$ cat config.mk
export PLATFORM = sky130hd
export DESIGN_NAME = sync_fifo_junior_flat
export DESIGN_NICKNAME = d
export VERILOG_FILES = /design/src/rtl/sync_fifo_junior_pkg.sv /design/src/rtl/sync_fifo_junior_if.sv /design/src/rtl/sync_fifo_junior_mem.sv /design/src/rtl/sync_fifo_junior.sv /design/src/flat_wrapper.sv
export SDC_FILE = /design/constraint.sdc
export NUM_CORES = 1
export LEC_CHECK = 0
export ABC_CLOCK_PERIOD_IN_PS = 4300
export CORE_ASPECT_RATIO = 0.8
export CORE_MARGIN = 8
export CORE_UTILIZATION = 44
export CTS_CLUSTER_DIAMETER = 150
export DETAILED_ROUTE_END_ITERATION = 8
export PLACE_DENSITY = 0.7
export SYNTH_ARGS = -nofsm -noshare
export SYNTH_HDL_FRONTEND = slang
export SYNTH_SLANG_ARGS = --single-unit
$ cat constraint.sdc
create_clock -name clk_i -period 4.3 [get_ports clk_i]
set_input_delay 0.43 -clock clk_i [delete_from_list [all_inputs] [get_ports clk_i]]
set_output_delay 0.43 -clock clk_i [all_outputs]
set_load 0.005 [all_outputs]
$ cat src/rtl/sync_fifo_junior_pkg.sv
// Shared defaults and pointer helper for the sync_fifo_junior block.
package sync_fifo_junior_pkg;

  localparam int unsigned DEFAULT_WIDTH_DATA = 8;
  localparam int unsigned DEFAULT_DEPTH      = 16;

  // Advance a circular-buffer pointer; depth is a power of two so masking wraps it.
  function automatic int unsigned ptr_inc(input int unsigned ptr, input int unsigned depth);
    return (ptr + 1) & (depth - 1);
  endfunction

endpackage

$ cat src/rtl/sync_fifo_junior_if.sv
// Write/read strobes, data and status flags between a producer/consumer and the FIFO.
interface sync_fifo_junior_if
  import sync_fifo_junior_pkg::*;
#(
  parameter int unsigned WIDTH_DATA = DEFAULT_WIDTH_DATA
);

  logic                  write;
  logic                  read;
  logic [WIDTH_DATA-1:0] data_in;
  logic [WIDTH_DATA-1:0] data_out;
  logic                  fifo_empty;
  logic                  fifo_full;

  modport master (
    output write, read, data_in,
    input  data_out, fifo_empty, fifo_full
  );

  modport slave (
    input  write, read, data_in,
    output data_out, fifo_empty, fifo_full
  );

endinterface

$ cat src/rtl/sync_fifo_junior_mem.sv
// Simple dual-port register file: synchronous write, registered read with clearable output.
module sync_fifo_junior_mem
  import sync_fifo_junior_pkg::*;
#(
  parameter int unsigned WIDTH_DATA = DEFAULT_WIDTH_DATA,
  parameter int unsigned DEPTH      = DEFAULT_DEPTH,
  parameter int unsigned ADDR_W     = $clog2(DEPTH)
) (
  input  logic                  clk,
  input  logic                  rst,
  input  logic                  we,
  input  logic [ADDR_W-1:0]     waddr,
  input  logic [WIDTH_DATA-1:0] wdata,
  input  logic                  re,
  input  logic [ADDR_W-1:0]     raddr,
  output logic [WIDTH_DATA-1:0] rdata
);

  logic [WIDTH_DATA-1:0] mem [DEPTH];

  // Storage array; contents deliberately survive reset.
  always_ff @(posedge clk) begin
    if (we) begin
      mem[waddr] <= wdata;
    end
  end

  // Read register holds its value unless a read is performed; reset clears it.
  always_ff @(posedge clk) begin
    if (rst) begin
      rdata <= '0;
    end else if (re) begin
      rdata <= mem[raddr];
    end
  end

endmodule

$ cat src/rtl/sync_fifo_junior.sv
// Single-clock FIFO: pointers, occupancy counter, accept logic and registered flags.
module sync_fifo_junior
  import sync_fifo_junior_pkg::*;
#(
  parameter int unsigned WIDTH_DATA = DEFAULT_WIDTH_DATA,
  parameter int unsigned DEPTH      = DEFAULT_DEPTH
) (
  input logic               clk_i,
  input logic               rst_i,
  sync_fifo_junior_if.slave bus
);

  localparam int unsigned ADDR_W = $clog2(DEPTH);
  localparam int unsigned CNT_W  = ADDR_W + 1;

  logic [ADDR_W-1:0] wr_ptr;
  logic [ADDR_W-1:0] rd_ptr;
  logic [CNT_W-1:0]  count;
  logic [CNT_W-1:0]  count_nxt_c;
  logic              wr_acc_c;
  logic              rd_acc_c;

  // Accept decisions and next occupancy; a read frees a slot for a same-cycle write when full.
  always_comb begin
    rd_acc_c    = bus.read & ~bus.fifo_empty;
    wr_acc_c    = bus.write & (~bus.fifo_full | rd_acc_c);
    count_nxt_c = count;
    if (wr_acc_c && !rd_acc_c) begin
      count_nxt_c = count + CNT_W'(1);
    end else if (rd_acc_c && !wr_acc_c) begin
      count_nxt_c = count - CNT_W'(1);
    end
  end

  // Pointers, counter and flags; flags come from next count so they align with the pointers.
  always_ff @(posedge clk_i) begin
    if (rst_i) begin
      wr_ptr         <= '0;
      rd_ptr         <= '0;
      count          <= '0;
      bus.fifo_empty <= 1'b1;
      bus.fifo_full  <= 1'b0;
    end else begin
      if (wr_acc_c) begin
        wr_ptr <= ADDR_W'(ptr_inc(32'(wr_ptr), DEPTH));
      end
      if (rd_acc_c) begin
        rd_ptr <= ADDR_W'(ptr_inc(32'(rd_ptr), DEPTH));
      end
      count          <= count_nxt_c;
      bus.fifo_empty <= (count_nxt_c == '0);
      bus.fifo_full  <= (count_nxt_c == CNT_W'(DEPTH));
    end
  end

  sync_fifo_junior_mem #(
    .WIDTH_DATA (WIDTH_DATA),
    .DEPTH      (DEPTH),
    .ADDR_W     (ADDR_W)
  ) u_mem (
    .clk   (clk_i),
    .rst   (rst_i),
    .we    (wr_acc_c),
    .waddr (wr_ptr),
    .wdata (bus.data_in),
    .re    (rd_acc_c),
    .raddr (rd_ptr),
    .rdata (bus.data_out)
  );

endmodule

$ cat src/flat_wrapper.sv
// flat-port wrapper written by rule: the top's interface ports become plain ports
module sync_fifo_junior_flat import sync_fifo_junior_pkg::*;
#(
  parameter int unsigned WIDTH_DATA = DEFAULT_WIDTH_DATA,
  parameter int unsigned DEPTH      = DEFAULT_DEPTH
)
  (clk_i, rst_i, bus_write, bus_read, bus_data_in, bus_data_out, bus_fifo_empty, bus_fifo_full);
  sync_fifo_junior_if #(.WIDTH_DATA(WIDTH_DATA)) bus_i ();
  input logic clk_i;
  input logic rst_i;
  input wire logic [$bits(bus_i.write)-1:0] bus_write;
  input wire logic [$bits(bus_i.read)-1:0] bus_read;
  input wire logic [$bits(bus_i.data_in)-1:0] bus_data_in;
  output wire logic [$bits(bus_i.data_out)-1:0] bus_data_out;
  output wire logic [$bits(bus_i.fifo_empty)-1:0] bus_fifo_empty;
  output wire logic [$bits(bus_i.fifo_full)-1:0] bus_fifo_full;
  assign bus_i.write = bus_write;
  assign bus_i.read = bus_read;
  assign bus_i.data_in = bus_data_in;
  assign bus_data_out = bus_i.data_out;
  assign bus_fifo_empty = bus_i.fifo_empty;
  assign bus_fifo_full = bus_i.fifo_full;
  sync_fifo_junior #(.WIDTH_DATA(WIDTH_DATA), .DEPTH(DEPTH)) u_core (.clk_i(clk_i), .rst_i(rst_i), .bus(bus_i));
endmodule
==> metrics.md <==
| Metric | Value |
|---|---|
| Outcome | complete, no violations |
| Die height | 121.0 µm |
| Total track usage | 0.1384 |
| Critical path startpoint | u_core.rd_ptr[0] |
| Via-to-Cell Ratio | 5.573 |
| Initial DRC Count | 311 |
| Commonest non-fill, non-tap cell in the layout | edfxtp_1 |
| Post-DRT Antenna Nets | 0 |
| ANT cells | 0 |
| IO Port Bufs | 21 |
| Clock buffer depth | 2 |
| Final setup viols | 0 |
| Core outline area | 13500 µm² |
| Synth cell types | 39 |
| Register Area | 4305 µm² |
| Largest fanout on the critical path | 35 |
| Hold_sp | u_core.u_mem.rdata[2] |
| TritonCTS clock tree | done |
| Fin Setup TNS | 0 ns |
| Worst VDD drop | 0.2972 mV |
| PnR Total Power | 3.699 mW |
| CP startpoint kind | flip-flop |
| Clk sinks | 151 |
| H-tree Lvls | 4 |
| Synthesized area | 6058 µm² |
| RePlAce Congestion | 0.8099 |
| I/O Pins | 22 |
| Cells after synthesis | 339 |
| CP endpoint kind | flip-flop |
| Most used DFF post-synth | edfxtp_1 |
| Antenna violations before repair | 0 |
| Nets | 386 |
| Dpl cells | 528 |
| Setup WS post-layout | 1.793 ns |
| Die W | 147.2 µm |
| Clock Skew | 0.01156 ns |
| Vias in the first global route | 3018 |
| Detailed Place HPWL | 7545 µm |
| Achievable Freq | 398.9 MHz |
| DP Worst Slack | 1.493 ns |
| First-pass iteration count of the detailed router | 4 |
| Pin count of the biggest net entering global routing | 36 |
| Hold path depth | 2 |
| Most frequent cells in the layout | 128 x edfxtp_1, 35 x nor2_1, 22 x dfxtp_1 |
| Number of synthesized flops with an enable pin | 128 |
| Root buf cell | clkbuf_16 |
| Fin crit share | 0.5831 |
| # rows | 38 |
| Area of the multi-input gates | 1587 µm² |
| Worst-Margin Slew | 1.104 ns |
| Syn nets | 358 |
| Die area | 17800 µm² |
| Worst-path clk slew | 0.06 ns |
| Area grow syn2layout | 16.21% |
| Final hold viol count | 0 |
| WHS | 0.4891 ns |
| PwrDens | 525.4 nW/µm² |
| Post-synthesis sequential area ratio | 0.7105 |
| Setup bufs post-CTS | 0 |
| Non-filler cells, final | 560 |
| DR WL/cell | 21.27 µm |
| Leak pwr | 2.296 nW |
| Cts repair resizes | 0 |
| YS warnings | 0 |
| Data required, critical path | 4.58 ns |
| CTS Hold Bufs | 0 |
| RSZ-0062 raised after global routing | no |
| Overflow after GRT | 0 |
| Class of the most critical hold timing path | reg2reg |
| Critical path class | reg2reg |
| Crit path time final | 2.507 ns |
| Starting utilization of the core area | 0.4487 |
| Asr flop ratio synth | 0 |
| DRT Wirelength | 11910 µm |
| Reg2Reg Depth | 5 |
| DR DRC count | 0 |
| Worst skew pair latency | 0.43 ns |
| Layout cells sized above 1 | 0.1368 |
| # fillers | 1062 |
| FF+latch count, synth | 151 |
| Max Cap Violations | 0 |
| Vias | 3121 |
| Reg-to-Reg Start | u_core.rd_ptr[0] |
| Crit path DAT | 2.79 ns |
| First-pass GRT wire length | 17940 µm |
| Slew Viols, Final | 0 |
| Inserted Clock Buffers | 17 |
| Mean Syn Cell Area | 17.87 µm² |
| Slew headroom | 0.2640 |
final cells by class:
type / count / area share
tap: 180 / 0.03199
clock buffer: 18 / 0.06096
sequential: 151 / 0.6115
multi-input combinational: 165 / 0.2253
timing repair buffer: 27 / 0.03625
clock inverter: 14 / 0.03128
inverter: 5 / 0.002666
final timing paths:
path,endpoint,slack [ns]
max reg2reg,u_core.u_mem.rdata[3],1.79
max,u_core.u_mem.rdata[3],1.79
min,u_core.u_mem.rdata[2],0.49
min reg2reg,u_core.u_mem.rdata[2],0.49
power breakdown:
part	total, mW	internal [mW]	switching, mW	leakage [nW]
clock network	1.62	1.03	0.587	0.310
registers	1.72	1.64	0.0776	1.34
logic	0.362	0.194	0.168	0.641
cells by family (layout without fill, tap and decap cells):
| logic type | after synthesis | in the layout | share of synthesized area |
|---|---|---|---|
| simple gates | 72 | 72 | 0.05576 |
| fa+ha+maj | 7 | 7 | 0.01446 |
| buf+inv | 23 | 64 | 0.02767 |
| mux | 32 | 32 | 0.1301 |
| xor+xnor | 10 | 10 | 0.01446 |
| flops | 151 | 151 | 0.7105 |
| compound gates | 44 | 44 | 0.04709 |
through the flow:
step	utilization	area (µm²)
6_report	0.5214	7041
5_1_grt	0.5214	7041
4_1_cts	0.5214	7041
3_5_place_dp	0.4733	6391
3_3_place_gp	0.4733	6391
2_1_floorplan	-	6058
worst max-delay path, cell delays in order (launching register included):
cell and delay [ns]:
dfxtp_2 1.06, mux4_1 0.75, a22oi_1 0.24, a21oi_1 0.11
a21oi_1 0.14, nor2_1 0.05
layer usage:
metal  vias to the layer above  GRT usage  routed length (µm)
met5                         -          0                   0
met4                         0    0.04959                 125
met3                        18    0.04137                 940
met2                       118     0.1948                5195
met1                      1583     0.1994                5650
li1                       1402          -                   -
registers in the layout, summed over array words and instances (netlist names):
signal                 flops
u_core.bus.fifo_full       1
u_core.u_mem.rdata         8
u_core.rd_ptr              4
u_core.u_mem.mem         128
u_core.bus.fifo_empty      1
u_core.wr_ptr              4
u_core.count               5
synthesized netlist by cell type, types with 2 or more instances:
master	n	area [µm²]
buf_6	3	33.78
nor3_1	5	25.02
clkdlybuf4s25_2	2	20.02
mux4_1	18	473.0
and2_1	4	25.02
ha_1	7	87.58
dfxtp_1	23	460.4
mux4_2	14	315.3
o21ai_0	2	10.01
xnor2_1	5	43.79
nand2_1	12	45.04
buf_2	3	15.01
a22oi_1	17	127.6
xor2_1	5	43.79
inv_1	5	18.77
clkbuf_1	2	7.510
nor2b_1	4	25.02
nand2b_1	5	31.28
a21oi_1	18	90.09
nand4_1	2	12.51
nor2_1	35	131.4
edfxtp_1	128	3844
buf_4	4	30.03
(Power assumes the default switching activity.)
